File: src/rtl/pipelined_adder.sv
// Pipelined N-bit add/subtract unit with valid/ready handshake.
// The carry chain is cut into STAGES segments of SEG bits. Each stage adds
// one segment using the carry registered by the previous stage. Operand
// bits not yet consumed ride along in shrinking skew registers, and result
// segments already produced ride along in growing deskew registers. The
// final stage's registers are the output registers.
module pipelined_adder #(
  parameter int WIDTH  = 16,
  parameter int STAGES = 4
) (
  input  logic             clk,
  input  logic             rst_n,
  input  logic             in_valid,
  output logic             in_ready,
  input  logic [WIDTH-1:0] a,
  input  logic [WIDTH-1:0] b,
  input  logic             cin,
  input  logic             sub,
  output logic             out_valid,
  input  logic             out_ready,
  output logic [WIDTH-1:0] sum,
  output logic             cout,
  output logic             overflow
);

  localparam int SEG = WIDTH / STAGES;

  // Whole pipe moves together; a stalled output freezes every stage.
  logic             adv;
  logic [WIDTH-1:0] beff;
  logic             ceff;

  assign beff     = sub ? ~b : b;
  assign ceff     = sub ? 1'b1 : cin;
  assign adv      = out_ready | ~out_valid;
  assign in_ready = adv;

  genvar gi;
  generate
    for (gi = 0; gi < STAGES; gi++) begin : gen_stage
      logic                  v_in;
      logic                  c_in;
      logic [SEG-1:0]        seg_a;
      logic [SEG-1:0]        seg_b;
      logic [SEG:0]          seg_sum;
      logic [(gi+1)*SEG-1:0] res_next;
      logic                  v_reg;
      logic                  c_reg;
      logic [(gi+1)*SEG-1:0] res_reg;

      // Stage 0 takes its segment straight from the ports; later stages
      // take the lowest bits of the previous stage's skew registers.
      if (gi == 0) begin : g_src
        assign v_in     = in_valid;
        assign c_in     = ceff;
        assign seg_a    = a[SEG-1:0];
        assign seg_b    = beff[SEG-1:0];
        assign res_next = seg_sum[SEG-1:0];
      end else begin : g_src
        assign v_in     = gen_stage[gi-1].v_reg;
        assign c_in     = gen_stage[gi-1].c_reg;
        assign seg_a    = gen_stage[gi-1].g_skew.opa_reg[SEG-1:0];
        assign seg_b    = gen_stage[gi-1].g_skew.opb_reg[SEG-1:0];
        assign res_next = {seg_sum[SEG-1:0], gen_stage[gi-1].res_reg};
      end

      assign seg_sum = {1'b0, seg_a} + {1'b0, seg_b} + {{SEG{1'b0}}, c_in};

      // Valid advances with the pipe; data only loads when a real beat
      // arrives, so the output keeps the last result across bubbles.
      always_ff @(posedge clk or negedge rst_n) begin
        if (!rst_n) begin
          v_reg   <= 1'b0;
          c_reg   <= 1'b0;
          res_reg <= '0;
        end else if (adv) begin
          v_reg <= v_in;
          if (v_in) begin
            c_reg   <= seg_sum[SEG];
            res_reg <= res_next;
          end
        end
      end

      if (gi < STAGES - 1) begin : g_skew
        localparam int UW = WIDTH - (gi + 1) * SEG;
        logic [UW-1:0] opa_reg;
        logic [UW-1:0] opb_reg;
        logic [UW-1:0] opa_next;
        logic [UW-1:0] opb_next;

        if (gi == 0) begin : g_from_port
          assign opa_next = a[WIDTH-1:SEG];
          assign opb_next = beff[WIDTH-1:SEG];
        end else begin : g_from_prev
          assign opa_next = gen_stage[gi-1].g_skew.opa_reg[UW+SEG-1:SEG];
          assign opb_next = gen_stage[gi-1].g_skew.opb_reg[UW+SEG-1:SEG];
        end

        // Unconsumed upper operand bits travel with their beat.
        always_ff @(posedge clk or negedge rst_n) begin
          if (!rst_n) begin
            opa_reg <= '0;
            opb_reg <= '0;
          end else if (adv && v_in) begin
            opa_reg <= opa_next;
            opb_reg <= opb_next;
          end
        end
      end else begin : g_last
        logic ovf_reg;

        // Signed overflow: operands share a sign that the result does not,
        // equivalent to carry-in XOR carry-out at the MSB.
        always_ff @(posedge clk or negedge rst_n) begin
          if (!rst_n) begin
            ovf_reg <= 1'b0;
          end else if (adv && v_in) begin
            ovf_reg <= (seg_a[SEG-1] == seg_b[SEG-1]) &&
                       (seg_sum[SEG-1] != seg_a[SEG-1]);
          end
        end
      end
    end
  endgenerate

  assign out_valid = gen_stage[STAGES-1].v_reg;
  assign sum       = gen_stage[STAGES-1].res_reg;
  assign cout      = gen_stage[STAGES-1].c_reg;
  assign overflow  = gen_stage[STAGES-1].g_last.ovf_reg;

endmodule

File: config.mk
export PLATFORM = sky130hd
export DESIGN_NAME = pipelined_adder
export DESIGN_NICKNAME = d
export VERILOG_FILES = /design/src/rtl/pipelined_adder.sv
export SDC_FILE = /design/constraint.sdc
export NUM_CORES = 1
export LEC_CHECK = 0
export ABC_AREA = 1
export BUFFER_PORTS_ARGS = -buffer_cell sky130_fd_sc_hd__buf_2
export CORE_AREA = 2 2 89 91
export CTS_BUF_LIST = sky130_fd_sc_hd__clkbuf_4 sky130_fd_sc_hd__clkbuf_8
export DETAILED_ROUTE_END_ITERATION = 8
export DIE_AREA = 0 0 91 93
export GPL_ROUTABILITY_DRIVEN = 0
export PLACE_DENSITY = 0.81
export SLEW_MARGIN = 20
export SYNTH_ARGS = -nofsm -noshare
export SYNTH_HDL_FRONTEND = slang
export SYNTH_SLANG_ARGS = --single-unit
File: constraint.sdc
create_clock -name clk -period 2.15 [get_ports clk]
set_input_delay 0.1075 -clock clk [delete_from_list [all_inputs] [get_ports clk]]
set_output_delay 0.1075 -clock clk [all_outputs]
set_load 0.02 [all_outputs]
# Word level (Yosys, flattened, before mapping)
# Index checks and enable logic that the tools add are counted.
# word_totals
reg_bits	97
in_bits	38
out_inout_bits	20
wordCells	43
# classes
add_sub_neg	8
n_eq_ne	2
mux	2
bitwise_logic	3
n_reduce_logical	9
# ops
op	count
$add A4 B4 Y5	4
$add A5 B1 Y5	4
$mux W16	1
$not A16 Y16	1
$reduce_and A2 Y1	4
$logic_and A1 B1 Y1	5
$eq A1 B1 Y1	1
$mux W1	1
$ne A1 B1 Y1	1
$not A1 Y1	1
$or A1 B1 Y1	1

# Logic depth before layout (Yosys ltp)
# Gate-level depths: netlist (run 1).
# logic_depth
ltp_word	4
mapped_depth	9
depth_no_buf	8

# Least setup slack after synthesis (run 1)
# OpenSTA, ideal clock, no wires.
# synth_path
kind	input port to flip-flop
start	in sub
end	reg gen_stage[0].c_reg
setup_ps	127
arrival_time_ps	1744
required_time_ps	2023
setup_slack_ps	279
path_stages	9
path_buffers	2
path_cell_list	buf_4 > buf_6 > or2_2 > fa_1 > fa_1 > nand3_1 > nand2_1 > nand2_1 > o21ai_0
# synth_between
elab_chain_len	3
elab_cells_between_ends	4
classes_between	add/sub (2); mux (2)
# synth_lines
item	line_no	source
start, declared	18	input logic sub,
$mux W16	33	assign beff = sub ? ~b : b;
$add A4 B4 Y5	67	assign seg_sum = {1'b0, seg_a} + {1'b0, seg_b} + {{SEG{1'b0}}, c_in};
$add A5 B1 Y5 (*)	67	
end signal, assigned	79	c_reg <= seg_sum[SEG];
end, declared	48	logic c_reg;
# Mark *: on every way between the ends. The rest lies on a longest branch, timed or not.
# A chain may end at the register's enable or synchronous reset.

# Worst setup path in the final report (run 1)
# layout_path
start	reg gen_stage[2].c_reg
end	reg gen_stage[3].c_reg (netlist: cout)
# layout_between
elab_chain_len	1
# layout_lines
item	line_no
start, declared	48
start signal, assigned	79
$add A5 B1 Y5	67
end signal, assigned	79
end, declared	48
# No other way between the ends.

==> results of run 1 <==
-- kinds of logic after synthesis --
family                     share of synthesized area [%]
DFF                                                 55.2
buffers and inverters                               6.80
adders and majority gates                           7.06
xor gates and xnor gates                            3.98
and+or+nand+nor                                     18.2
AOI/OAI and AO/OA                                   8.76
-- cell type report --
| type | instances | area share [%] |
|---|---|---|
| tap | 102 | 2.52 |
| clock inverter | 6 | 1.29 |
| timing repair buffer | 75 | 9.25 |
| clock buffer | 10 | 2.72 |
| multi-input combinational | 307 | 33.0 |
| sequential | 97 | 48.0 |
| inverter | 42 | 3.21 |
-- report_power, final --
group / total [uW] / internal [uW] / switching, uW
Combinational: 2440 / 898 / 1540
Sequential: 2950 / 2550 / 392
Clock: 1180 / 571 / 611
-- worst max-delay path: stages, from the launching register on --
cell and delay (ns):
dfrtp_1 0.41, fa_1 0.47, fa_1 0.43, nand2_1 0.09, nand2_1 0.05, nand2_1 0.06
a21oi_1 0.06
-- cell usage in the layout, fill, tap and decap left out, drive strengths merged --
cell type	netlist	layout
nand2	172	172
dfrtp	97	97
o21ai	64	64
buf	16	62
inv	42	43
xnor2	15	15
nand3	14	14
dlygate4sd3	0	13
ha	12	12
clkbuf	1	10
fa	8	8
nor2	8	8
a21oi	7	7
xor2	5	5
clkinv	0	3
or2	1	1
nand4	1	1
clkinvlp	0	1
bufinv	0	1
-- metrics by stage --
stage                     instances  instance area [um2]  util (%)
after global placement          610                 4730      62.8
after floorplan                 463                 4400         -
after CTS                       639                 5060      67.2
after global routing            639                 5060      67.2
final                           639                 5060      67.2
after detailed placement        610                 4730      62.8
-- per-layer routing --
layer / routed length (um) / track usage [%] / up-vias
met1: 3680 / 27.1 / 1428
met3: 304 / 3.30 / 13
met4: 138 / 8.84 / 0
met2: 3570 / 32.8 / 71
met5: 0 / 0 / -
li1: - / - / 1586
-- timing repair --
action | CTS | global route
endpoints found under the hold margin | 60 | 0
buffers inserted | 0 | 0
hold buffers | 13 | 0
endpoints found under the setup margin | 0 | 0
-- worst min-delay path by stage --
stage,slack (ns),depth (start not counted),start,to
2_1_floorplan,-0.19,0,rst_n,cout
3_3_place_gp,0.16,1,rst_n,sum[1]
3_5_place_dp,0.16,1,rst_n,sum[1]
4_1_cts,0.02,3,b[11],gen_stage[0].g_skew.opb_reg[7]
5_1_grt,0.04,3,b[4],gen_stage[0].g_skew.opb_reg[0]
6_report,0.02,3,b[11],gen_stage[0].g_skew.opb_reg[7]
==> summary.txt, run 1 <==
Global routing
  • Vias in the first global route: 3113
  • First-pass GRT wire length: 13700 um
  • Residual overflow from global routing: 0
  • Total global-route track usage: 20.2%
  • Largest net degree at the start of global routing: 51
  • Initial antenna violation count: 0

Clock network
  • CTS resizes: 0
  • H-tree levels: 3
  • Clock Latency Late Sink: 0.36 ns
  • Root buffer cell: clkbuf_8
  • Num Clock Sinks: 97
  • CTS tree: done
  • Clock Pin Slew Worst Setup and Hold Paths: 0.09 ns
  • CTS buffer count: 9
  • Longest Clk Path Bufs: 2

Critical path
  • Crit Path Max Fanout: 2
  • CP startpoint: gen_stage[2].c_reg
  • Flop-to-flop setup slack: 0.47 ns
  • Critical Path End: cout
  • Crit path capture type: register
  • Startpoint types: register
  • Crit path arrival time: 1.92 ns
  • Worst EP required: 2.39 ns
  • R2R cell count: 6
  • Reg2reg end: cout
  • Reg2reg start: gen_stage[2].c_reg
  • CP Class: register to register

Placement
  • Port bufs: 57
  • Hpwl dp: 5490 um
  • Post-Place Worst Slack: 0.325 ns

Cells and area
  • Multi-input logic area: 1670 um2
  • Antenna cells: 0
  • Register area: 2430 um2
  • Layout fillers: 627
  • Layout cells sized above 1: 17.9%
  • Final nets: 590
  • Synth-to-layout area growth: 15.0%

Synthesis
  • Yosys top cell area share: 55.2%
  • Largest cells by area after synthesis: dfrtp_1 (55%), nand2_1 (15%), o21ai_0 (5.1%), fa_1 (3.6%), ha_1 (3.4%)
  • Cell variety after synth: 24
  • Warnings, synthesis: 0
  • Syn Nets: 521
  • Mapped Avg Cell Area: 9.50 um2
  • Top-count cell post-synth: nand2_1
  • Leading area contributor after synthesis: dfrtp_1
  • Prevailing post-synth register cell: dfrtp_1
  • Most frequent cells after synthesis: nand2_1 (170), dfrtp_1 (97), o21ai_0 (45), inv_1 (37), xnor2_1 (15)
  • Synthesized cell area: 4400 um2
  • Ys async rst share: 100%
  • Flops & latches, synth: 97
  • Sequential fraction of the synthesis area: 55.2%
  • Post-Syn Instances: 463
  • Post-synth EDFFs: 0

Route
  • DR pass1 iterations: 4
  • Post-Route WL: 7680 um
  • DRC Markers: 0
  • First DRT Iteration DRCs: 145
  • Post-DRT Antenna Nets: 0
  • DR WL/cell: 12.0 um
  • Via count: 3098
  • Vias per cell: 4.85

STA
  • Final Hold Viols: 0
  • Slew Viols, Final: 0
  • Slew at the pin closest to its max-slew limit: 0.617 ns
  • Final hold slack: 0.0206 ns
  • Tmin final: 1.68 ns
  • Final Skew: 0.0104 ns
  • Setup TNS: 0 ns
  • Setup violators final: 0
  • Relative slew margins: 58.9%
  • Worst setup margin: 0.471 ns
  • Final worst-path cycle share: 78.1%
  • Fmax: 596 MHz
  • RSZ-0062 raised after global routing: false

Floorplan
  • Core Footprint: 7530 um2
  • Die Y: 93 um
  • Die W: 91 um
  • Starting utilization of the core area: 58.4%
  • IO Pins: 58
  • # rows: 32
  • Full die area: 8460 um2

Pwr
  • Pwr/cell area: 1300 nW/um2
  • Pleak: 0.00264 uW
  • Worst VDD drop: 0.503 mV
  • Total power: 6570 uW

Hold path
  • Hold Crit Class: primary input to register

Status
  • Status: finished, final reports clean

Run
  • Max Cap Violations: 0
Power figures use the tool's default switching activity.
==> run 2, diff against run 1 <==
ABC_AREA = 0   (was 1)
CORE_AREA = 2 2 93 95   (was 2 2 89 91)
DIE_AREA = 0 0 95 97   (was 0 0 91 93)
PLACE_DENSITY = 0.77   (was 0.81)
clock period = 1.5 ns   (was 2.15 ns; I/O delays follow)
==> run 2 against run 1 <==
Effect of this change:
- the run now ends with negative setup slack left
- via count fell by 7.8%
- combinational power rose by 98%
- setup slack got worse by 0.65 ns
- clock power rose by 62%
- hold slack got worse by 0.00055 ns
- utilization rose by 0.26 points
- total power rose by 71%
- cell area rose by 8.5%
- final cell count fell by 17%
- largest cell class unchanged
- non-clock buffer count rose by 29
- synthesized area fell by 1.4%
- first-iteration DRC count rose by 2.1%
==> summary.txt, run 2 <==
Status
  • Status: complete, but fails checks
  • Failing checks: negative setup slack

Global routing
  • Total global-route track usage: 20.3%
  • First-pass GRT wire length: 14500 um
  • Residual overflow from global routing: 0
  • Initial antenna violation count: 0
  • Largest net degree at the start of global routing: 39
  • Vias in the first global route: 3041

Synthesis
  • Prevailing post-synth register cell: dfrtp_1
  • Warnings, synthesis: 0
  • Sequential fraction of the synthesis area: 56.0%
  • Mapped Avg Cell Area: 13.5 um2
  • Most frequent cells after synthesis: dfrtp_1 (97), mux2_2 (65), o21ai_0 (48), xnor2_1 (14), ha_1 (12)
  • Synthesized cell area: 4340 um2
  • Flops & latches, synth: 97
  • Post-Syn Instances: 322
  • Post-synth EDFFs: 0
  • Largest cells by area after synthesis: dfrtp_1 (56%), mux2_2 (17%), o21ai_0 (5.5%), fa_1 (3.7%), ha_1 (3.5%)
  • Leading area contributor after synthesis: dfrtp_1
  • Ys async rst share: 100%
  • Syn Nets: 380
  • Top-count cell post-synth: dfrtp_1
  • Cell variety after synth: 33
  • Yosys top cell area share: 56.0%

Critical path
  • Crit path arrival time: 1.93 ns
  • R2R cell count: 5
  • Worst EP required: 1.75 ns
  • Crit path capture type: register
  • CP Class: register to register
  • Reg2reg start: gen_stage[2].g_skew.opb_reg[0]
  • Startpoint types: register
  • Crit Path Max Fanout: 3
  • Flop-to-flop setup slack: -0.18 ns
  • Reg2reg end: cout

STA
  • Fmax: 595 MHz
  • Final Skew: 0.00792 ns
  • Worst setup margin: -0.181 ns
  • Slew Viols, Final: 0
  • Slew at the pin closest to its max-slew limit: 0.432 ns
  • Final worst-path cycle share: 112%
  • RSZ-0062 raised after global routing: true
  • Final Hold Viols: 0
  • Relative slew margins: 71.2%
  • Tmin final: 1.68 ns
  • Setup violators final: 11

Cells and area
  • Layout cells sized above 1: 44.9%
  • Commonest non-fill, non-tap cell in the layout: dfrtp_1
  • Final nets: 481
  • Layout fillers: 530
  • Synth-to-layout area growth: 26.6%
  • Antenna cells: 0
  • Most frequent cells in the layout: dfrtp_1 (96), mux2_2 (64), buf_2 (54)

Route
  • DR pass1 iterations: 4
  • DR WL/cell: 16.0 um
  • Vias per cell: 5.36
  • Via count: 2856
  • DRC Markers: 0
  • Post-Route WL: 8550 um
  • First DRT Iteration DRCs: 148
  • Post-DRT Antenna Nets: 0

Clock network
  • Clock Latency Late Sink: 0.36 ns
  • CTS tree: done
  • Longest Clk Path Bufs: 2
  • Root buffer cell: clkbuf_8
  • H-tree levels: 3
  • CTS buffer count: 9
  • Clock Pin Slew Worst Setup and Hold Paths: 0.09 ns
  • Num Clock Sinks: 97

Pwr
  • Gate power share: 42.9%
  • Pleak: 0.00248 uW
  • Clk pwr share: 17.0%
  • Internal: 7360 uW
  • Pwr/cell area: 2050 nW/um2
  • Net switching power: 3880 uW
  • Total power: 11200 uW
  • Seq pwr share: 40.1%
  • Sw frac: 34.5%
  • Worst VDD drop: 0.731 mV

Floorplan
  • Die Y: 97 um
  • # rows: 33
  • Full die area: 9220 um2
  • IO Pins: 58
  • Die W: 95 um
  • Core Footprint: 8130 um2
  • Starting utilization of the core area: 53.3%

Hold path
  • Hold EP: gen_stage[0].g_skew.opb_reg[9]
  • Hold Crit Class: primary input to register
  • Number of cells on the worst hold path: 3
  • Hold wc startpoint: b[13]

Placement
  • Port bufs: 57
  • Hpwl dp: 5800 um
  • Post-Place Worst Slack: -0.446 ns

Run
  • Max Cap Violations: 0
==> run 2: through the flow <==
step | area [um2] | setup TNS, ns | hold slack (ns) | util (%) | cells
2_1_floorplan | 4390 | -1.29 | -0.221 | - | 322
3_3_place_gp | 4870 | -2.05 | 0.0425 | 59.9 | 487
3_5_place_dp | 4870 | -3.49 | 0.0480 | 59.9 | 487
4_1_cts | 5420 | -0.787 | 0.0104 | 66.6 | 532
5_1_grt | 5490 | -1.97 | 0.0227 | 67.5 | 533
6_report | 5490 | -0.966 | 0.0201 | 67.5 | 533
==> run 2: what timing repair did <==
action | CTS | global route
hold buffers | 25 | 0
setup buffers | 4 | 1
resized for setup | 15 | 14
pin swaps | 9 | 11
endpoints found under the hold margin | 51 | 0
endpoints found under the setup margin | 52 | 36
==> run 2: final cells by class <==
type	count	area, um2	share of cell area, %
well taps	105	131	2.39
clock inverters	4	75.1	1.37
inverters	12	50.0	0.912
flip-flops and latches	97	2430	44.2
repair buffers	104	769	14.0
multi-input cells	199	1880	34.2
clock buffers	12	159	2.89
==> run 2: logic make-up after synthesis <==
logic type | synth area share (%)
adders and majority gates | 7.16
buffers and inverters | 3.15
and+or+nand+nor | 2.94
AOI/OAI and AO/OA | 9.84
DFF | 56.0
xor gates and xnor gates | 4.04
muxes | 16.9
==> run 2: worst max-delay path by stage <==
stage	slack (ns)	from	cells after the start	to
after floorplan	-0.50	sub	8	gen_stage[0].c_reg
after global placement	-0.41	sub	7	gen_stage[0].c_reg
after detailed placement	-0.45	sub	7	gen_stage[0].c_reg
after CTS	-0.17	gen_stage[2].c_reg	5	cout
after global routing	-0.23	gen_stage[2].g_skew.opb_reg[0]	5	cout
final	-0.18	gen_stage[2].g_skew.opb_reg[0]	5	cout
==> run 2: power by group through the flow <==
stage / sequential [uW] / combinational (uW) / clock [uW]
after floorplan: 4610 / 2890 / 0
after global placement: 4480 / 4030 / 0
final: 4510 / 4820 / 1910
after global routing: 4660 / 5300 / 2050
after detailed placement: 4550 / 4240 / 0
after CTS: 4510 / 4540 / 1970
==> run 2: routing by layer <==
layer | wire length, um | up-vias | global-route usage (%)
met2 | 4180 | 79 | 30.8
met4 | 123 | 0 | 8.36
li1 | - | 1337 | -
met1 | 3870 | 1430 | 28.2
met5 | 0 | - | 0
met3 | 371 | 10 | 4.83
==> run 2: critical path: stages (launching register included) <==
cell and delay [ns]:
dfrtp_1 0.41, fa_2 0.44, fa_2 0.35, a21o_1 0.18, a21oi_2 0.13, o21ai_1 0.06
